$ cat config.mk
export PLATFORM = sky130hd
export DESIGN_NAME = writeback_arbiter
export DESIGN_NICKNAME = d
export VERILOG_FILES = /design/src/rtl/writeback_arbiter.sv
export SDC_FILE = /design/constraint.sdc
export NUM_CORES = 1
export LEC_CHECK = 0
export ABC_AREA = 0
export CELL_PAD_IN_SITES_DETAIL_PLACEMENT = 1
export CELL_PAD_IN_SITES_GLOBAL_PLACEMENT = 1
export CORE_ASPECT_RATIO = 1.5
export CORE_MARGIN = 2
export CORE_UTILIZATION = 54
export DETAILED_ROUTE_END_ITERATION = 8
export DONT_BUFFER_PORTS = 1
export GPL_TIMING_DRIVEN = 0
export MAX_ROUTING_LAYER = met4
export PLACE_DENSITY_LB_ADDON = 0.1
export SYNTH_ARGS = -nofsm -noshare
export SYNTH_HDL_FRONTEND = slang
export SYNTH_SLANG_ARGS = --single-unit
$ cat constraint.sdc
create_clock -name clk -period 4.9 [get_ports clk]
set_input_delay 0.49 -clock clk [delete_from_list [all_inputs] [get_ports clk]]
set_output_delay 0.49 -clock clk [all_outputs]
set_load 0.02 [all_outputs]
$ cat src/rtl/writeback_arbiter.sv
// writeback_arbiter
//
// Write-back stage in front of the 4-register file's single write port. Each cycle it
// picks the oldest pending result (buffered FIFO head, then a returning load, then the
// ALU result) and registers it onto reg_write/write_addr/write_data. Results that lose
// the port are queued in order in a small collision FIFO. A per-register scoreboard
// tracks outstanding loads, and stall warns upstream when fewer than two FIFO slots remain.
//
// Optional feature macro: WB_FWD_EN adds combinational forwarding lookup ports.
//
// Ports:
//   clk, reset        rising-edge clock, asynchronous active-high reset
//   alu_valid/addr/data     ALU result candidate
//   load_issue/_addr        load dispatch, marks destination pending
//   load_valid/addr/data    returned load candidate
//   reg_write/write_addr/write_data  registered register-file write port
//   pending           per-register outstanding-load bits
//   stall             fewer than 2 free FIFO entries (from registered count)
//   overflow          sticky, a result was dropped because the FIFO was full
//   fwd_addr/fwd_hit/fwd_data  (WB_FWD_EN only) youngest in-flight value for fwd_addr

module writeback_arbiter #(
  parameter int unsigned FIFO_DEPTH = 4,
  parameter int unsigned DATA_W     = 8,
  parameter int unsigned ADDR_W     = 2
) (
  input  logic              clk,
  input  logic              reset,
  input  logic              alu_valid,
  input  logic [ADDR_W-1:0] alu_addr,
  input  logic [DATA_W-1:0] alu_data,
  input  logic              load_issue,
  input  logic [ADDR_W-1:0] load_issue_addr,
  input  logic              load_valid,
  input  logic [ADDR_W-1:0] load_addr,
  input  logic [DATA_W-1:0] load_data,
  output logic              reg_write,
  output logic [ADDR_W-1:0] write_addr,
  output logic [DATA_W-1:0] write_data,
  output logic [3:0]        pending,
  output logic              stall,
  output logic              overflow
`ifdef WB_FWD_EN
  ,
  input  logic [ADDR_W-1:0] fwd_addr,
  output logic              fwd_hit,
  output logic [DATA_W-1:0] fwd_data
`endif
);

  localparam int unsigned PTR_W = $clog2(FIFO_DEPTH);
  localparam int unsigned CNT_W = PTR_W + 1;

  // FIFO storage: {is_load, addr, data} per entry
  logic              fifo_is_load [FIFO_DEPTH];
  logic [ADDR_W-1:0] fifo_addr    [FIFO_DEPTH];
  logic [DATA_W-1:0] fifo_data    [FIFO_DEPTH];

  logic [PTR_W-1:0] rd_ptr_q, wr_ptr_q;
  logic [PTR_W-1:0] rd_ptr_d, wr_ptr_d;
  logic [CNT_W-1:0] count_q, count_d;

  // Selected output candidate
  logic              out_v;
  logic              out_is_load;
  logic [ADDR_W-1:0] out_addr;
  logic [DATA_W-1:0] out_data;

  // Up to two candidates to enqueue, already in age order
  logic              e0_v, e1_v;
  logic              e0_is_load, e1_is_load;
  logic [ADDR_W-1:0] e0_addr, e1_addr;
  logic [DATA_W-1:0] e0_data, e1_data;

  logic              head_v;
  logic              acc0, acc1;
  logic              drop;
  logic [CNT_W-1:0]  free_after_pop;
  logic [3:0]        pending_d;

  // Candidate selection: head, then load, then ALU. Losers are enqueued in that order.
  always_comb begin
    head_v      = (count_q != '0);
    out_v       = 1'b0;
    out_is_load = 1'b0;
    out_addr    = '0;
    out_data    = '0;
    e0_v        = 1'b0;
    e0_is_load  = 1'b0;
    e0_addr     = '0;
    e0_data     = '0;
    e1_v        = 1'b0;
    e1_is_load  = 1'b0;
    e1_addr     = '0;
    e1_data     = '0;

    if (head_v) begin
      out_v       = 1'b1;
      out_is_load = fifo_is_load[rd_ptr_q];
      out_addr    = fifo_addr[rd_ptr_q];
      out_data    = fifo_data[rd_ptr_q];
      if (load_valid) begin
        e0_v       = 1'b1;
        e0_is_load = 1'b1;
        e0_addr    = load_addr;
        e0_data    = load_data;
        if (alu_valid) begin
          e1_v    = 1'b1;
          e1_addr = alu_addr;
          e1_data = alu_data;
        end
      end else if (alu_valid) begin
        e0_v    = 1'b1;
        e0_addr = alu_addr;
        e0_data = alu_data;
      end
    end else if (load_valid) begin
      out_v       = 1'b1;
      out_is_load = 1'b1;
      out_addr    = load_addr;
      out_data    = load_data;
      if (alu_valid) begin
        e0_v    = 1'b1;
        e0_addr = alu_addr;
        e0_data = alu_data;
      end
    end else if (alu_valid) begin
      out_v    = 1'b1;
      out_addr = alu_addr;
      out_data = alu_data;
    end
  end

  // Space is evaluated after the head pop; anything that still does not fit is dropped.
  always_comb begin
    free_after_pop = CNT_W'(FIFO_DEPTH) - count_q + CNT_W'(head_v);
    acc0           = e0_v && (free_after_pop >= CNT_W'(1));
    acc1           = e1_v && (free_after_pop >= CNT_W'(2));
    drop           = (e0_v && !acc0) || (e1_v && !acc1);
    count_d        = count_q - CNT_W'(head_v) + CNT_W'(acc0) + CNT_W'(acc1);
    rd_ptr_d       = rd_ptr_q + PTR_W'(head_v);
    wr_ptr_d       = wr_ptr_q + PTR_W'(acc0) + PTR_W'(acc1);
  end

  // Scoreboard: clear on a latched load write, then set from a new issue so set wins.
  always_comb begin
    pending_d = pending;
    if (out_v && out_is_load) begin
      pending_d[out_addr] = 1'b0;
    end
    if (load_issue) begin
      pending_d[load_issue_addr] = 1'b1;
    end
  end

  assign stall = (count_q > CNT_W'(FIFO_DEPTH - 2));

  always_ff @(posedge clk or posedge reset) begin
    if (reset) begin
      reg_write  <= 1'b0;
      write_addr <= '0;
      write_data <= '0;
      pending    <= '0;
      overflow   <= 1'b0;
      count_q    <= '0;
      rd_ptr_q   <= '0;
      wr_ptr_q   <= '0;
    end else begin
      reg_write <= out_v;
      if (out_v) begin
        write_addr <= out_addr;
        write_data <= out_data;
      end
      pending  <= pending_d;
      if (drop) begin
        overflow <= 1'b1;
      end
      count_q  <= count_d;
      rd_ptr_q <= rd_ptr_d;
      wr_ptr_q <= wr_ptr_d;
    end
  end

  // Storage needs no reset; validity is tracked by count and pointers.
  always_ff @(posedge clk) begin
    if (acc0) begin
      fifo_is_load[wr_ptr_q] <= e0_is_load;
      fifo_addr[wr_ptr_q]    <= e0_addr;
      fifo_data[wr_ptr_q]    <= e0_data;
    end
    if (acc1) begin
      fifo_is_load[wr_ptr_q + PTR_W'(1)] <= e1_is_load;
      fifo_addr[wr_ptr_q + PTR_W'(1)]    <= e1_addr;
      fifo_data[wr_ptr_q + PTR_W'(1)]    <= e1_data;
    end
  end

`ifdef WB_FWD_EN
  // Walk oldest to youngest so the last match is the youngest; the output register
  // is older than every FIFO entry and only wins if nothing in the FIFO matches.
  always_comb begin
    logic [PTR_W-1:0] idx;
    fwd_hit  = 1'b0;
    fwd_data = '0;
    idx      = '0;
    if (reg_write && (write_addr == fwd_addr)) begin
      fwd_hit  = 1'b1;
      fwd_data = write_data;
    end
    for (int k = 0; k < FIFO_DEPTH; k++) begin
      idx = rd_ptr_q + PTR_W'(k);
      if ((CNT_W'(k) < count_q) && (fifo_addr[idx] == fwd_addr)) begin
        fwd_hit  = 1'b1;
        fwd_data = fifo_data[idx];
      end
    end
  end
`endif

endmodule

**Yosys cells after proc, flatten, opt, wreduce, memory -nomap -nowiden**

Memories as Yosys holds them, arrays and structs flattened.
Index checks and enable logic that the tools add are counted.

- Add/sub/neg operators: 9
- Magnitude comparators: 7
- Mux-type cells: 31
- Bitwise operators: 3
- Reductions and logical operators: 11

Operator list:

| operator | count |
|---|---|
| 8-bit 2-to-1 mux | 6 |
| 1-bit 2-to-1 mux | 15 |
| 2-bit 2-to-1 mux | 6 |
| 3-bit by 1-bit adder with 3-bit output | 3 |
| 4-bit 2-to-1 mux | 2 |
| 1-bit logical AND | 7 |
| 2-bit by 1-bit adder with 2-bit output | 3 |
| 2-bit by 3-bit < comparator with 1-bit output, second input constant | 2 |
| 4-bit AND | 1 |
| 1-bit demux with 2-bit select | 2 |
| 2-bit by 1-bit >= comparator with 1-bit output, second input constant | 2 |
| 4-bit NOT | 1 |
| 4-bit bitwise OR | 1 |
| 3-bit by 1-bit >= comparator with 1-bit output, second input constant | 1 |
| 3-bit by 2-bit >= comparator with 1-bit output, second input constant | 1 |
| 3-bit by 2-bit > comparator with 1-bit output, second input constant | 1 |
| 3-bit nonzero test | 1 |
| 3-bit by 1-bit subtractor with 3-bit output | 1 |
| 3-bit subtractor, first input constant | 1 |
| 2-bit by 1-bit adder with 2-bit output, second input constant | 1 |
| 1-bit logical NOT | 2 |
| 1-bit logical OR | 1 |

- Register bits after elaboration: 23
- Memory bits (writable): 44
- Bits of input ports: 27
- Logic and storage cells: 72
- Memories: 3

Memory list:

| memory | depth | bits a word | read ports | clocked after memory_dff | write ports | line | RTL |
|---|---|---|---|---|---|---|---|
| fifo_data | 4 | 8 | 1 | 0 | 2 | 57 | `logic [DATA_W-1:0] fifo_data [FIFO_DEPTH];` |
| fifo_addr | 4 | 2 | 1 | 0 | 2 | 56 | `logic [ADDR_W-1:0] fifo_addr [FIFO_DEPTH];` |
| fifo_is_load | 4 | 1 | 1 | 0 | 2 | 55 | `logic fifo_is_load [FIFO_DEPTH];` |

**Longest topological paths before layout**

Gate-level depths: netlist (run 1).

- Depth after elaboration: 12
- Depth in mapped cells: 10
- Mapped depth without buffers: 10

**Least setup slack after synthesis (run 1)**

No wires, ideal clock.

- Path kind: register to register
- Start: reg count_q[1]
- End: mem fifo_addr[3][0], enable pin
- Setup time: 392 ps
- Data arrival time: 2,261 ps
- Setup slack: 2,246 ps
- Stages on the path, launching flop included: 7
- Buffers on the path: 0
- Clock period less this slack: 2,654 ps
- Cell sequence: dfrtp_1 > inv_1 > ha_1 > nand4bb_1 > and2_1 > o21a_1 > a21boi_0

RTL lines:

| item | line | RTL |
|---|---|---|
| start: declaration | 61 | `logic [CNT_W-1:0] count_q, count_d;` |
| start signal: assignment | 178 | `count_q <= count_d;` |
| end: declaration | 56 |  |

==> results.md, run 1 <==
* Outcome: finished clean
* Clock skew at about 0.0064 ns
* Leak pwr at ~0.0015 uW
* Combinational power share at between 40% and 50%
* Sink Count at 67
* Row cnt at 37
* Final hold viol count at 0
* Die Y at ~110 microns
* N_diodes at 0
* Met3 Usage GRT at approximately 7%
* Warnings, synthesis at 0
* Worst R2R Setup Slack at between 1.5 and 2 ns
* Post-synth ARST share at roughly a third
* Post-CTS Repair Setup Buffers at 0
* Seq cells post-synth at 67
* Worst path arrival time at approximately 3.2 ns
* Max_cap viols at 0
* Startpoint types: register
* Cts hold-fix bufs at 0
* Internal power at 1560 uW
* RSZ-0062 raised after global routing: false
* Worst Max-Slew Pin Slew at between 1 and 1.5 ns
* Post-synth EDFFs at 40
* Most numerous cell in the Yosys netlist: a21oi_1
* Most Crowded Layer GR: met2
* Largest cells by area after synthesis: edfxtp_1, dfrtp_1, a21oi_1
* Via count at 3062
* Layout cell share with drive strength beyond 1 at around a tenth
* H-tree lvl count at 3
* Boundary Pins at 44
* CTS Root Cell: clkbuf_8
* Core footprint at approximately 0.0068 sq mm
* Setup CP Type: register to register
* Worst setup EP type: register
* Vias in the first global route at 3296
* Placed Instances at ~440
* Final setup viols at 0
* Via/cell ratio at 6.77
* Synth top area share at 32.3%
* CTS tree: built
* DRT Wirelength at between 10 and 15 mm
* Area Growth Syn to Fin at 7.37%
* Mapped Area at between 0.003 and 0.004 sq mm
* Peak VDD IR at ~0.38 mV
* Worst min path class: input pin to register
* PortBufs at 0
* Yosys cell types at between 50 and 60
* GRT Residual Overflow at 0
* Num CTS Buffers at 9
* Die Area at about 0.0076 sq mm
* Die W at 71.7 microns
* Clk buf depth at 2
* Seq/Total Area, Yosys at 50.0%
* Max-slew violations at 0
* Layout Cells excl Fill at 452
* Minimum clock period at ~3.3 ns
* Avg Cell Area, Syn at between 10 and 15 sq um
* Drt pass-1 iters at 5
* Power share of the clock group at 14.8%
* Post-synth top cells: a21oi_1, nand2_1, edfxtp_1, o22ai_1, dfrtp_1
* Placer congestion estimate at just under 0.9
* Net Sw Power at 1160 uW
* First-pass GRT wire length at 17.5 mm
* Final period utilization at approximately two thirds
* Total track usage at approximately 33%
* Hold WS at around 0.24 ns
* Max_slew headroom at about 1.9%
* Cell count after synthesis at ~360
* Clk pin slew, worst setup/hold paths at around 0.07 ns
* Initial DRC Count at 340
* Initial antenna violation count at 0
* Critical path fanouts, max at 10
* Clk Latency, worst-skew pair at ~0.36 ns
* Highest Clock Rate at 0.307 GHz
* Final ANT Viol Nets at 0
* Post-CTS sizing at 0
* Met1 usage in global routing at between 30% and 40%
* Pin count of the biggest net entering global routing at 24
* # DRC at 0
* GR Layer Usage met2 at around 54%
* Tot Pwr at 2720 uW
* Final #Nets at 403
* Area leader, netlist: edfxtp_1
* Ys flop type: edfxtp_1
* HPWL after DPL at between 7 and 8 mm
* Synthesized Nets at 391
* Seq pwr share at about two fifths
* Pwr dens at 682 mW/mm^2
* Fin Setup TNS at 0 ns
* WL per Instance at 25.1 microns
* Switching Share at between 40% and 50%
* Required time worst endpoint at just under 5 ns
* Initial core utilization at between 50% and 60%
==> metrics by stage <==
stage	area, sq um	utilization (%)	setup WS (ns)
final	3990	59.0	1.64
after global placement	3810	56.4	1.41
after floorplan	3720	-	2.25
after detailed placement	3820	56.6	1.70
after global routing	3990	59.0	1.56
after CTS	3990	59.0	1.68
==> power groups by stage <==
stage	clock network, uW	registers, uW	logic [uW]
floorplan	0	1070	876
global placement	0	1100	1160
detailed placement	0	1120	1200
CTS	408	1110	1210
global route	431	1130	1330
finish	403	1100	1210
==> critical path: stages, from the launching register on <==
cell and delay [ns]:
dfrtp_1 0.46, inv_1 0.15, ha_1 0.35, nand4bb_1 0.19
and2_1 0.28, o21a_1 0.28, a21oi_1 1.16
==> state kept, by name, indices dropped and copies added, names as in the netlist <==
name,flops
fifo_is_load,4
rd_ptr_q,2
write_addr,2
count_q,3
pending,4
wr_ptr_q,2
overflow,1
fifo_data,32
fifo_addr,8
reg_write,1
write_data,8
==> final cells by class <==
cell class              count  area (sq um)
inverters                  13          48.8
multi-input cells         251          1700
fillers                   745          2770
plain buffers              26           116
flip-flops and latches     67          1860
well taps                  78          97.6
clock inverters             4          16.3
clock buffers              12           145
repair buffers              1          11.3
==> cells by family (layout without fill, tap and decap cells) <==
kind of cell / after synthesis / after routing / synth area share [%]
compound gates: 138 / 138 / 22.4
fa+ha+maj: 7 / 7 / 2.96
xor+xnor: 4 / 4 / 0.943
simple gates: 87 / 87 / 12.2
buf+inv: 39 / 56 / 4.44
mux: 15 / 15 / 7.17
flops: 67 / 67 / 50.0
==> layout by cell type (no fill, tap or decap), types with 6 or more instances in the layout <==
master,Yosys,layout
edfxtp_1,40,40
inv_1,12,12
o211ai_1,6,6
nand2b_1,8,8
buf_2,9,9
mux4_2,9,9
o21ai_0,9,9
nor2_1,12,12
o22ai_1,40,40
dfrtp_1,23,23
clkbuf_8,0,10
a21oi_1,57,57
clkbuf_1,11,13
nand2_1,41,41
==> path summary, 6_finish.rpt <==
path | from | endpoint | cells after the start
max in group asynchronous | reset | write_data[5] | 1
min reg2reg | fifo_is_load[0] | fifo_is_load[0] | 2
max reg2reg | count_q[1] | fifo_addr[1][0] | 6
min in group asynchronous | reset | pending[0] | 1
max | count_q[1] | fifo_addr[1][0] | 6
min | load_issue_addr[0] | pending[0] | 1
==> per-layer routing <==
metal  wire, microns  share of wire [%]
met5               0                  0
met4             450                4.0
met3             688                6.1
met2            6030                 53
met1            4180                 37
Power figures use the tool's default switching activity.
==> run 2, diff against run 1 <==
Settings changed: CORE_UTILIZATION 54 to 45.
Clock period 4.9 ns to 2.8 ns, I/O delays scaled along.
==> run 2 against run 1 <==
Sequential cell count did not move; register-to-register slack got worse by 1.5 ns; combinational power rose by 83%; clock power grew to 2.7 times the previous value; non-clock buffer count rose by 1; via count up 2.4%; sequential share of layout area shrank 2.2 points; count of clock-buffer cells in the layout up 1.
==> results.md, run 2 (synthesized netlist as in run 1, its figures left out) <==
* Outcome: finished clean
* Slowest-stage cell, CP: dfrtp_2
* Placed instance area at 0.00387 sq mm (+1.1%)
* Minimum clock period at 2.65 ns (-0.604 ns)
* Sink Count at 67 (unchanged)
* Layout Cells excl Fill at 480 (+6.2%)
* Met1 usage in global routing at 32.0% (-4.4 points)
* Die Area at 0.00902 sq mm (+19%)
* Final Core Density at 52.4% (-6.7 points)
* Max reg flops at 32 (unchanged)
* Crit path largest cell delay at 0.43 ns (-0.73 ns)
* Critical path fanouts, max at 6 (-4)
* Boundary Pins at 44 (unchanged)
* Max_cap viols at 0 (unchanged)
* Pin count of the biggest net entering global routing at 24 (unchanged)
* Placed Instances at 464 (+6.4%)
* CP delay by family, top: adder cells
* Core footprint at 0.00801 sq mm (+18%)
* Final hold viol count at 0 (unchanged)
* Clk buf depth at 2 (unchanged)
* H-tree lvl count at 3 (unchanged)
* PnR worst setup slack at 0.148 ns (-1.50 ns)
* RSZ-0062 raised after global routing: false
* Largest regs: fifo_data: 32 flops, fifo_addr: 8 flops, write_data: 8 flops
* Total track usage at 28.9% (-4.0 points)
* Vias in the first global route at 3389 (+2.8%)
* Final ANT Viol Nets at 0 (unchanged)
* CTS Root Cell: clkbuf_16
* Crit path depth at 10 (+4)
* Final period utilization at 94.7% (+28 points)
* CP Cell Sequence: inv_1 -> ha_4 -> nand4bb_4 -> nand2_2 -> nand2b_1 -> ha_1 -> inv_1 -> fa_1 -> fa_1 -> xnor2_1
* Final setup viols at 0 (unchanged)
* Leak pwr at 0.00152 uW (+4.5%)
* Worst setup EP type: register
* Num CTS Buffers at 9 (unchanged)
* Largest Register: fifo_data
* Clk Latency, worst-skew pair at 0.34 ns (-0.02 ns)
* Final #Nets at 404 (+0.25%)
* Worst Max-Slew Pin Slew at 1.06 ns (-0.414 ns)
* First-pass GRT wire length at 18.5 mm (+5.7%)
* Worst slack, placed at -0.407 ns (-2.11 ns)
* Setup CP Type: register to register
* Reg2Reg Depth at 10 (+4)
* Via/cell ratio at 6.53 (-3.6%)
* Worst path arrival time at 2.87 ns (-0.35 ns)
* Peak VDD IR at 0.655 mV (+72%)
* Required time worst endpoint at 3.02 ns (-1.85 ns)
* Pwr dens at 1250 mW/mm^2 (+84%)
* Post-route cell area at 0.00419 sq mm (+5.1%)
* Hold path depth at 1 (unchanged)
* HPWL after DPL at 8.02 mm (+2.3%)
* Initial DRC Count at 246 (-28%)
* CTS tree: built
* Startpoint types: register
* Highest Clock Rate at 0.377 GHz (+23%)
* Clk pin slew, worst setup/hold paths at 0.06 ns (about the same)
* Layout cell share with drive strength beyond 1 at 12.8% (+2.4 points)
* WL per Instance at 24.6 microns (-2.1%)
* N_diodes at 0 (unchanged)
* Max_slew headroom at 29.4% (+28 points)
* Area Growth Syn to Fin at 12.9%
* Most Crowded Layer GR: met2
* Drt pass-1 iters at 4 (-1)
* Worst Path Buf+Inv at 2 (+1)
* # DRC at 0 (unchanged)
* Die Y at 115 microns (+9.2%)
* Clock skew at 0.00638 ns (-0.0000358 ns)
* Met3 Usage GRT at 5.49% (-1.7 points)
* GRT Residual Overflow at 0 (unchanged)
* Initial core utilization at 46.4% (-8.6 points)
* Placer congestion estimate at 0.887 (about the same)
* Commonest non-fill, non-tap cell in the layout: a21oi_1
* Max-slew violations at 0 (unchanged)
* Row cnt at 40 (+8.1%)
* DRT Wirelength at 11.8 mm (+4.0%)
* PortBufs at 0 (unchanged)
* Initial antenna violation count at 0 (unchanged)
* Commonest cells after routing, fill and taps aside: a21oi_1, nand2_1, o22ai_1, edfxtp_1, dfrtp_1
* Cts hold-fix bufs at 0 (unchanged)
* Die W at 78.2 microns (+9.0%)
* Worst min path class: input pin to register
* Via count at 3136 (+2.4%)
* GR Layer Usage met2 at 49.4% (-4.6 points)
## run 2: changes by cell type in the layout (fill, tap and decap cells not counted), sizes merged
cell	previous run	this run
buf	16	17
clkbuf	23	24
bufinv	0	1
clkinv	4	2
## run 2: power by group
part / switching [uW] / internal, uW
Clock: 414 / 686
Sequential: 354 / 1580
Combinational: 1340 / 872
Total: 2110 / 3140
## run 2: final cells by class
type	count	area [sq um]
well taps	105	131
inverters	13	48.8
repair buffers	3	26.3
flip-flops and latches	67	1860
clock inverters	3	38.8
multi-input cells	251	1740
fillers	903	3810
plain buffers	25	113
clock buffers	13	240
## run 2: path summary, 6_finish.rpt
kind	startpoint	end	slack [ns]
max in group asynchronous	reset	count_q[2]	1.99
worst min register to register	fifo_is_load[0]	fifo_is_load[0]	0.48
min in group asynchronous	reset	pending[3]	0.09
worst max register to register	count_q[1]	count_q[2]	0.15
worst max-delay path	count_q[1]	count_q[2]	0.15
worst min-delay path	load_issue_addr[0]	pending[0]	0.04
## run 2: routing by layer
metal | wire [microns] | vias to the layer above
met5 | 0 | -
met4 | 455 | 0
met3 | 734 | 36
met2 | 6220 | 117
met1 | 4390 | 1589
li1 | - | 1394
## run 2: what timing repair did
| action | CTS | global route |
|---|---|---|
| pin swaps | 1 | 0 |
| setup endpoints to repair | 22 | 29 |
| buffers inserted | 1 | 0 |
| hold endpoints to repair | 0 | 0 |
| resized for setup | 4 | 4 |
## run 2: per-stage QoR
stage	TNS (ns)	hold slack (ns)	power (uW)
global route	0	0.0486	5560
CTS	0	0.0333	5210
detailed placement	-6.86	0.395	4070
global placement	-17.38	0.390	3990
floorplan	0	0.282	3400
finish	0	0.0422	5250
## run 2: worst register-to-register path: cells and delay by family, from the launching register on
family                   cells  cell delay (ns)
adder cells (fa/ha/maj)      4             1.41
AND/OR/NAND/NOR              3             0.36
flip-flops                   1             0.43
XOR/XNOR                     1             0.14
buffers and inverters        2             0.20
